### src/rtl/rr_arb_mux_8.sv
// Eight-way round-robin arbiter driving an 8:1 single-bit data mux.
// Grants are held for at most HOLD_MAX cycles, and a release hands over to the next winner on the same edge.
module rr_arb_mux_8 #(
    parameter int HOLD_MAX = 4
) (
    input  logic       clk,
    input  logic       rst_n,
    input  logic [7:0] req,
    input  logic [7:0] din,
    output logic [7:0] gnt,
    output logic [2:0] sel,
    output logic       q,
    output logic       q_valid
);

    typedef enum logic {
        IDLE,
        GRANT
    } state_t;

    localparam logic [3:0] HOLD = 4'(HOLD_MAX);

    state_t     r_state;
    state_t     w_state_nxt;
    logic [2:0] r_ptr;
    logic [2:0] w_ptr_nxt;
    logic [2:0] r_sel;
    logic [2:0] w_sel_nxt;
    logic [3:0] r_cnt;
    logic [3:0] w_cnt_nxt;
    logic [7:0] r_gnt;
    logic [7:0] w_gnt_nxt;
    logic       r_q;
    logic       r_qv;
    logic [2:0] w_win;
    logic       w_found;
    logic       w_hold;

    // First set request at or after r_ptr, wrapping 7 -> 0.
    always_comb begin
        w_found = 1'b0;
        w_win   = r_ptr;
        for (int i = 0; i < 8; i++) begin
            if (!w_found && req[3'(r_ptr + 3'(i))]) begin
                w_found = 1'b1;
                w_win   = 3'(r_ptr + 3'(i));
            end
        end
    end

    assign w_hold = (r_state == GRANT) && req[r_sel] && (r_cnt < HOLD);

    always_comb begin
        w_state_nxt = r_state;
        w_ptr_nxt   = r_ptr;
        w_sel_nxt   = r_sel;
        w_cnt_nxt   = r_cnt;
        w_gnt_nxt   = r_gnt;
        if (w_hold) begin
            w_cnt_nxt = r_cnt + 4'd1;
        end else if (w_found) begin
            w_state_nxt = GRANT;
            w_gnt_nxt   = 8'd1 << w_win;
            w_sel_nxt   = w_win;
            w_ptr_nxt   = w_win + 3'd1;
            w_cnt_nxt   = 4'd1;
        end else begin
            w_state_nxt = IDLE;
            w_gnt_nxt   = 8'd0;
            w_cnt_nxt   = 4'd0;
        end
    end

    always_ff @(posedge clk or negedge rst_n) begin
        if (!rst_n) begin
            r_state <= IDLE;
            r_ptr   <= 3'd0;
            r_sel   <= 3'd0;
            r_cnt   <= 4'd0;
            r_gnt   <= 8'd0;
        end else begin
            r_state <= w_state_nxt;
            r_ptr   <= w_ptr_nxt;
            r_sel   <= w_sel_nxt;
            r_cnt   <= w_cnt_nxt;
            r_gnt   <= w_gnt_nxt;
        end
    end

    // Data path trails the grant by one cycle; q is frozen while idle.
    always_ff @(posedge clk or negedge rst_n) begin
        if (!rst_n) begin
            r_q  <= 1'b0;
            r_qv <= 1'b0;
        end else begin
            if (r_gnt != 8'd0) begin
                r_q <= din[r_sel];
            end
            r_qv <= (r_gnt != 8'd0);
        end
    end

    assign gnt     = r_gnt;
    assign sel     = r_sel;
    assign q       = r_q;
    assign q_valid = r_qv;

endmodule

### config.mk
export PLATFORM = sky130hd
export DESIGN_NAME = rr_arb_mux_8
export DESIGN_NICKNAME = d
export VERILOG_FILES = /design/src/rtl/rr_arb_mux_8.sv
export SDC_FILE = /design/constraint.sdc
export NUM_CORES = 1
export LEC_CHECK = 0
export CAP_MARGIN = 20
export CORE_MARGIN = 2
export CORE_UTILIZATION = 50
export DETAILED_ROUTE_END_ITERATION = 8
export GPL_ROUTABILITY_DRIVEN = 0
export PLACE_DENSITY = 0.84
export SLEW_MARGIN = 20
export SYNTH_ARGS = -nofsm -noshare
export SYNTH_HDL_FRONTEND = slang
export SYNTH_SLANG_ARGS = --single-unit
### constraint.sdc
create_clock -name clk -period 4.7 [get_ports clk]
set_clock_uncertainty 0.2 [all_clocks]
set_input_delay 1.41 -clock clk [delete_from_list [all_inputs] [get_ports clk]]
set_output_delay 1.41 -clock clk [all_outputs]
set_load 0.005 [all_outputs]
Word level (Yosys, flattened, before mapping)
Cells that the tools add are included. W data, S select, Z words.

Muxes and demuxes: 39. Bitwise logic cells: 1. Add/sub/neg operators: 9. Reduce and logical (&&, ||, !) cells: 18. Shift operators: 1. Order comparisons: 10.

Operators with widths (number): $lt A3 B4 Y1 const B (9); $bmux W1 S3 (10); $mux W3 (7); $mux W1 (20); $add A3 B3 Y3 const B (4); $logic_and A1 B1 Y1 (9); $mux W8 (1); $reduce_bool A8 Y1 (1); $shl A1 B3 Y8 const A (1); $logic_not A1 Y1 (7); $add A3 B1 Y3 const B (2); $add A3 B2 Y3 const B (2); $add A4 B1 Y4 const B (1); $lt A4 B3 Y1 const B (1); $mux W4 (1); $reduce_and A2 Y1 (1); $not A1 Y1 (1).

Word-level logic and storage cells: 85. Register bits: 21. Input bits: 18. Output and inout bits: 13.

Depth between registers and ports, before layout
Gate-level depths: netlist of the first run.

Depth after elaboration: 26. Gate-level depth with buffers: 17. Mapped depth without buffers: 14.

Worst setup path after synthesis of the first run
OpenSTA, ideal clock, no wires.

Path type: input to register. Start: in req[1]. End: reg r_ptr[2]. Data arrival time: 3.823 ns. Setup time: 0.128 ns. Buffers on the path: 0. Data required time: 4.372 ns. Slack: 0.549 ns. Stages: 10. Cells stage by stage: mux2_4 -> mux4_2 -> a2bb2oi_4 -> nor3b_4 -> a211oi_2 -> xnor2_2 -> inv_2 -> a21oi_1 -> ha_1 -> mux2_1.

Word-level cells in the longest chain between the ends: 25. Elaborated cells on any way between the ends: 52. Those cells by class: add/sub: 1; mux: 33; bitwise: 1; reduce/logical: 17.

Ends and longest elaborated chain: start: declaration (line 8) `input logic [7:0] req,`; $bmux W1 S3 (line 44) `if (!w_found && req[3'(r_ptr + 3'(i))]) begin`; $mux W1 (implied by the code) (line 44); $mux W1 (line 44); $logic_not A1 Y1 (line 44); $logic_and A1 B1 Y1 (line 44); $mux W1 (line 44); $logic_not A1 Y1 (line 44); $logic_and A1 B1 Y1 (line 44); [... 10 more ...]; $logic_not A1 Y1 (line 44); $logic_and A1 B1 Y1 (line 44); $mux W1 (line 44); $logic_not A1 Y1 (line 44); $logic_and A1 B1 Y1 (line 44); $mux W3 (*) (line 44); named net w_win[0] (line 35) `logic [2:0] w_win;`; $add A3 B1 Y3 (*) (line 65) `w_ptr_nxt = w_win + 3'd1;`; end signal: assignment (line 83) `r_ptr <= w_ptr_nxt;`; end: declaration (line 25) `logic [2:0] r_ptr;`.

Mark *: on every way through the listed nets, which the timed path passes. The rest lies on a longest branch. The select of a mux whose other input is x is not followed. A chain may end at the register's enable or synchronous reset.

Worst setup path after layout of the first run
Same ends and word-level chain as after synthesis.

==> summary.md, run 1 <==
| Metric | Value |
|---|---|
| Die Y | `67.18 um` |
| Antenna violations before repair | `0` |
| Synthesized flop and latch total | `21` |
| Synth Area in Compound Gates | `16.49%` |
| RSZ-0062 raised after global routing | `false` |
| Yosys warnings | `0` |
| Die area | `4512 um^2` |
| Wire per inst | `17.48 um` |
| Proportion of layout cells with a drive suffix above 1 | `24.89%` |
| Crit-path cells | `clkdlybuf4s50_1 -> mux4_2 -> and2_1 -> a2111oi_0 -> a211oi_2 -> xnor2_2 -> inv_2 -> a21oi_1 -> ha_1 -> mux2_1` |
| Vias in the first global route | `1544` |
| First-pass GRT wire length | `7.859 mm` |
| Worst setup path category | `input port to register` |
| Max incr delay on CP | `580 ps` |
| Seq/Total Area, Yosys | `26.33%` |
| Most common cell after layout, fill and taps aside | `clkdlybuf4s50_1` |
| Total CTS buffers | `3` |
| Io pins | `31` |
| Final Max Tran Viols | `0` |
| Antenna viol nets, final | `0` |
| Drt pass-1 iters | `4` |
| Post-DP HPWL | `3.738 mm` |
| Max_slew headroom | `40.95%` |
| Fmax achieved | `222.0 MHz` |
| Vias/cell | `6.201` |
| Synth cell types | `54` |
| Worst Slack Setup Final | `194.7 ps` |
| CTS sink count | `21` |
| Remaining DRCs | `0` |
| Synth top area cells | `dfrtp_1, mux4_2, mux2i_1, ha_1, nand2_1` |
| Setup Viol. Count Final | `0` |
| Top_reg_cell synth | `dfrtp_1` |
| Largest family of logic cells by synthesized area | `multiplexers` |
| Syn_area_per_cell | `10.50 um^2` |
| Fin nets | `251` |
| Worst Path Arrival | `4440 ps` |
| Clock period minus worst slack | `4505 ps` |
| Tcrit/Tclk final | `95.86%` |
| TritonCTS clock tree | `yes` |
| Routed WL | `4.772 mm` |
| Post-CTS Setup Inserts | `0` |
| Post-placement cell area | `2387 um^2` |
| Mapped cell area | `1996 um^2` |
| Critical path fanouts, max | `7` |
| Hold Buf Count CTS | `0` |
| Synth Instances | `190` |
| Outcome | `completed` |
| Routed via count | `1693` |
| Post-synth top area cell | `dfrtp_1` |
| Largest net degree at the start of global routing | `22` |
| Die Wd | `67.18 um` |
| Most frequent cells in the layout | `clkdlybuf4s50_1, dfrtp_1, nand2_1` |
| Hold Crit Class | `register to register` |
| Required time of the critical path | `4640 ps` |
| IO Port Bufs | `30` |
| Synth Area in Simple Gates | `15.36%` |
| Area Overhead vs Synth | `21.88%` |
| Design Area, Final | `2432 um^2` |
| Total GRT Usage | `23.55%` |
| Grt ovf | `0` |
| Max-cap violations | `0` |
| Worst-Margin Slew | `883.1 ps` |
| Net Count, Synth | `215` |
| Adder-Cell Fraction of Synth Area | `4.389%` |
| Core area | `3744 um^2` |
| CTS root buf | `clkbuf_8` |
| Latest clock arrival within the worst-skew pair | `260 ps` |
| Crit end category | `register` |
| Post-synthesis xor/xnor area fraction | `2.132%` |
| Starting Density | `53.31%` |
| Synth async-reset ratio | `100.0%` |
| Clock-pin slew on the worst setup and hold paths | `70 ps` |
| Final hold slack | `264.7 ps` |
| Yosys top cell area share | `26.33%` |
| Post-synth EDFFs | `0` |
| CTS H-tree lvls | `1` |
| Initial DRC Count | `86` |
| CP max-delay cell | `mux4_2` |
| Setup TNS | `0 ps` |
| Mux contribution to synthesized area | `30.16%` |
| Ant diodes | `0` |
| Worst Setup Start Kind | `input port` |
| Max Root-Sink Buffers | `2` |
| Num rows | `22` |
| Post-cts sizing count | `0` |
| DP Worst Slack | `20.00 ps` |
| Final hold vios | `0` |
[critical path, delay by kind of cell]
family / cells / cell delay (ps)
AO/OA/AOI/OAI: 3 / 910
multiplexers: 2 / 860
XOR/XNOR: 1 / 210
AND/OR/NAND/NOR: 1 / 200
buffers and inverters: 2 / 600
adder cells (fa/ha/maj): 1 / 260
[routing by layer]
metal	GRT usage (%)	vias up	part of all wire (%)
li1	-	780	-
met1	35.25	831	44
met2	33.79	74	47
met3	5.833	8	7.1
met4	6.888	0	1.5
met5	0	-	0
[sequential cells by signal, indices dropped and copies added (netlist names)]
name     cells
q_valid      1
r_state      1
sel          3
gnt          8
r_cnt        4
r_ptr        3
q            1
[kinds of logic (layout without fill, tap and decap cells)]
family	count (synthesis)	count (layout)
flops	21	21
fa+ha+maj	7	7
other cells	1	1
compound gates	38	38
xor+xnor	4	4
simple gates	59	59
buf+inv	21	56
mux	39	39
[final timing paths]
path	start	end	slack (ps)	depth (start not counted)
worst max-delay path	req[1]	r_ptr[2]	190	10
worst min-delay path	r_cnt[0]	r_cnt[0]	260	1
worst max register to register	r_ptr[1]	r_ptr[2]	940	11
worst min register to register	r_cnt[0]	r_cnt[0]	260	1
max in group asynchronous	rst_n	sel[0]	2310	1
min in group asynchronous	rst_n	r_cnt[1]	1450	1
[per-stage QoR]
step | util, % | std cells
floorplan | - | 190
global placement | 63.77 | 269
detailed placement | 63.77 | 269
CTS | 64.97 | 273
global route | 64.97 | 273
finish | 64.97 | 273
[synth_stat cells, types with 2 or more instances]
master	number
a21oi_1	4
a22o_1	5
a31oi_1	4
and2_1	3
and3_1	2
buf_6	2
clkbuf_1	6
dfrtp_1	21
ha_1	7
inv_1	7
inv_2	4
mux2_2	6
mux2_4	3
mux2i_1	14
mux4_2	14
nand2_1	20
nand2b_1	4
nand3_1	3
nand3b_1	2
nor2_1	13
nor2b_1	2
nor3_1	2
nor4_1	2
o21ai_0	4
o21ai_1	4
o21ai_2	2
o41ai_2	2
xor2_1	2
[final cells by class]
class / count / area, um^2
multi-input combinational: 148 / 1378
tap: 48 / 60.06
timing repair buffer: 41 / 382.9
clock buffer: 4 / 45.04
inverter: 11 / 41.29
sequential: 21 / 525.5
fill: 314 / 1311
Power of run 1 is left out: the tool's default activity adds up to more than one toggle a clock period on the data nets, which glitch-free logic cannot reach.
==> inputs of run 2 (changes only) <==
--- a/config.mk
+++ b/config.mk
@@ -10,6 +10,7 @@
 export CORE_UTILIZATION = 50
 export DETAILED_ROUTE_END_ITERATION = 8
 export GPL_ROUTABILITY_DRIVEN = 0
+export HOLD_SLACK_MARGIN = 0.05
 export PLACE_DENSITY = 0.84
 export SLEW_MARGIN = 20
 export SYNTH_ARGS = -nofsm -noshare
==> results of run 2 <==
Same layout as run 1: the final DEF is identical, and so are final timing and power.
Power of run 2 is left out for the same reason.
==> inputs of run 3 (changes only) <==
--- a/config.mk
+++ b/config.mk
@@ -6,12 +6,14 @@
 export NUM_CORES = 1
 export LEC_CHECK = 0
 export CAP_MARGIN = 20
+export CELL_PAD_IN_SITES_DETAIL_PLACEMENT = 0
+export CELL_PAD_IN_SITES_GLOBAL_PLACEMENT = 1
 export CORE_MARGIN = 2
-export CORE_UTILIZATION = 50
+export CORE_UTILIZATION = 42
 export DETAILED_ROUTE_END_ITERATION = 8
 export GPL_ROUTABILITY_DRIVEN = 0
 export HOLD_SLACK_MARGIN = 0.05
-export PLACE_DENSITY = 0.84
+export PLACE_DENSITY_LB_ADDON = 0.1
 export SLEW_MARGIN = 20
 export SYNTH_ARGS = -nofsm -noshare
 export SYNTH_HDL_FRONTEND = slang
==> run 3 against run 2 <==
Effect of this change:
- final cell count grew 1.8%
- die area grew 18%
- critical path depth grew 1
- global-route usage shrank 3.2 points
- routed wire length grew 2.3%
==> summary.md, run 3 (synthesis gave the netlist of run 1 again) <==
| Metric | Value |
|---|---|
| Fmax achieved | `224.8 MHz` |
| Die Wd | `72.93 um` |
| Final hold slack | `276.0 ps` |
| Final Max Tran Viols | `0` |
| Hold Startpoint | `r_cnt[0]` |
| Crit end category | `register` |
| Vias/cell | `5.881` |
| Crit path max-delay family | `multiplexers` |
| Io pins | `31` |
| RSZ-0062 raised after global routing | `false` |
| Routed via count | `1635` |
| Hold Buf Count CTS | `0` |
| Die area | `5319 um^2` |
| First-pass GRT wire length | `8.473 mm` |
| Most frequent cells in the layout | `clkdlybuf4s50_1, dfrtp_1, nand2_1` |
| Setup Viol. Count Final | `0` |
| Max Root-Sink Buffers | `2` |
| Remaining DRCs | `0` |
| Hold Crit Class | `register to register` |
| Critical path fanouts, max | `7` |
| DR WL met2 | `2.519 mm` |
| TritonCTS clock tree | `yes` |
| Max FFs per register | `8` |
| DR WL met3 | `142 um` |
| Crit path from | `req[1]` |
| Fillers | `419` |
| Design Area, Final | `2441 um^2` |
| Outcome | `completed` |
| Fin nets | `250` |
| Worst-Margin Slew | `913.3 ps` |
| Worst Setup Start Kind | `input port` |
| Most common cell after layout, fill and taps aside | `clkdlybuf4s50_1` |
| CTS root buf | `clkbuf_8` |
| Crit-path cells | `clkdlybuf4s50_1 -> mux2_4 -> mux4_2 -> a2bb2oi_4 -> nor3b_4 -> a211oi_2 -> xnor2_2 -> inv_2 -> a21oi_1 -> ha_1 -> mux2_1` |
| Clock-pin slew on the worst setup and hold paths | `70 ps` |
| Initial DRC Count | `163` |
| Tcrit/Tclk final | `94.66%` |
| Latest clock arrival within the worst-skew pair | `260 ps` |
| Top routing layer in use | `met4` |
| Area Overhead vs Synth | `22.32%` |
| Largest net degree at the start of global routing | `22` |
| Clock period minus worst slack | `4449 ps` |
| Max incr delay on CP | `540 ps` |
| Total CTS buffers | `3` |
| Critical path buffer and inverter count | `2` |
| Final hold vios | `0` |
| CP max-delay cell | `clkdlybuf4s50_1` |
| Grt ovf | `0` |
| Max_slew headroom | `38.92%` |
| Total GRT Usage | `20.31%` |
| Proportion of layout cells with a drive suffix above 1 | `24.55%` |
| Starting Density | `42.82%` |
| Post-cts sizing count | `0` |
| Max-cap violations | `0` |
| Met1 WL | `2.118 mm` |
| Vias in the first global route | `1689` |
| Ant diodes | `0` |
| Antenna violations before repair | `0` |
| Post-placement cell area | `2387 um^2` |
| Worst Path Arrival | `4390 ps` |
| Required time of the critical path | `4640 ps` |
| Routed WL | `4.881 mm` |
| Num rows | `25` |
| Wire per inst | `17.56 um` |
| Die Y | `72.93 um` |
| Worst setup path category | `input port to register` |
| Setup TNS | `0 ps` |
| IO Port Bufs | `30` |
| Post-CTS Setup Inserts | `0` |
| Core area | `4661 um^2` |
| Drt pass-1 iters | `4` |
| Post-DP HPWL | `3.888 mm` |
| CTS H-tree lvls | `1` |
| CTS sink count | `21` |
| R2r startpoint | `r_ptr[1]` |
| Antenna viol nets, final | `0` |
-- run 3: cell count changes in the layout (fill, tap and decap cells not counted), sizes merged --
cell  previous run  this run
buf             11        10
-- run 3: cell type report --
cell class / instances / area, um^2 / area share [%]
sequential: 21 / 525.5 / 21.53
clock buffer: 4 / 45.04 / 1.845
tap: 54 / 67.56 / 2.768
multi-input combinational: 148 / 1386 / 56.79
inverter: 11 / 41.29 / 1.691
timing repair buffer: 40 / 375.4 / 15.38
-- run 3: worst paths after layout --
path                            end  slack (ps)  cells after the start
max in group asynchronous    sel[1]        2280                      1
hold / removal             r_cnt[0]         280                      1
setup reg to reg           r_ptr[2]         900                     12
hold reg to reg            r_cnt[0]         280                      1
min in group asynchronous    gnt[4]        1460                      1
setup / recovery           r_ptr[2]         250                     11
-- run 3: stage by stage --
step | cells | util (%) | setup slack [ps]
final | 278 | 52.38 | 250.8
after global routing | 278 | 52.38 | 81.26
after CTS | 278 | 52.19 | 259.1
after detailed placement | 274 | 51.22 | 16.07
after global placement | 274 | 51.22 | 59.00
after floorplan | 190 | - | 549.5
-- run 3: routing by layer --
| metal | up-vias | track usage [%] |
|---|---|---|
| met5 | - | 0 |
| met4 | 0 | 6.584 |
| met3 | 10 | 1.381 |
| met2 | 34 | 34.44 |
| met1 | 813 | 27.75 |
| li1 | 778 | - |
Power of run 3 is left out for the same reason.
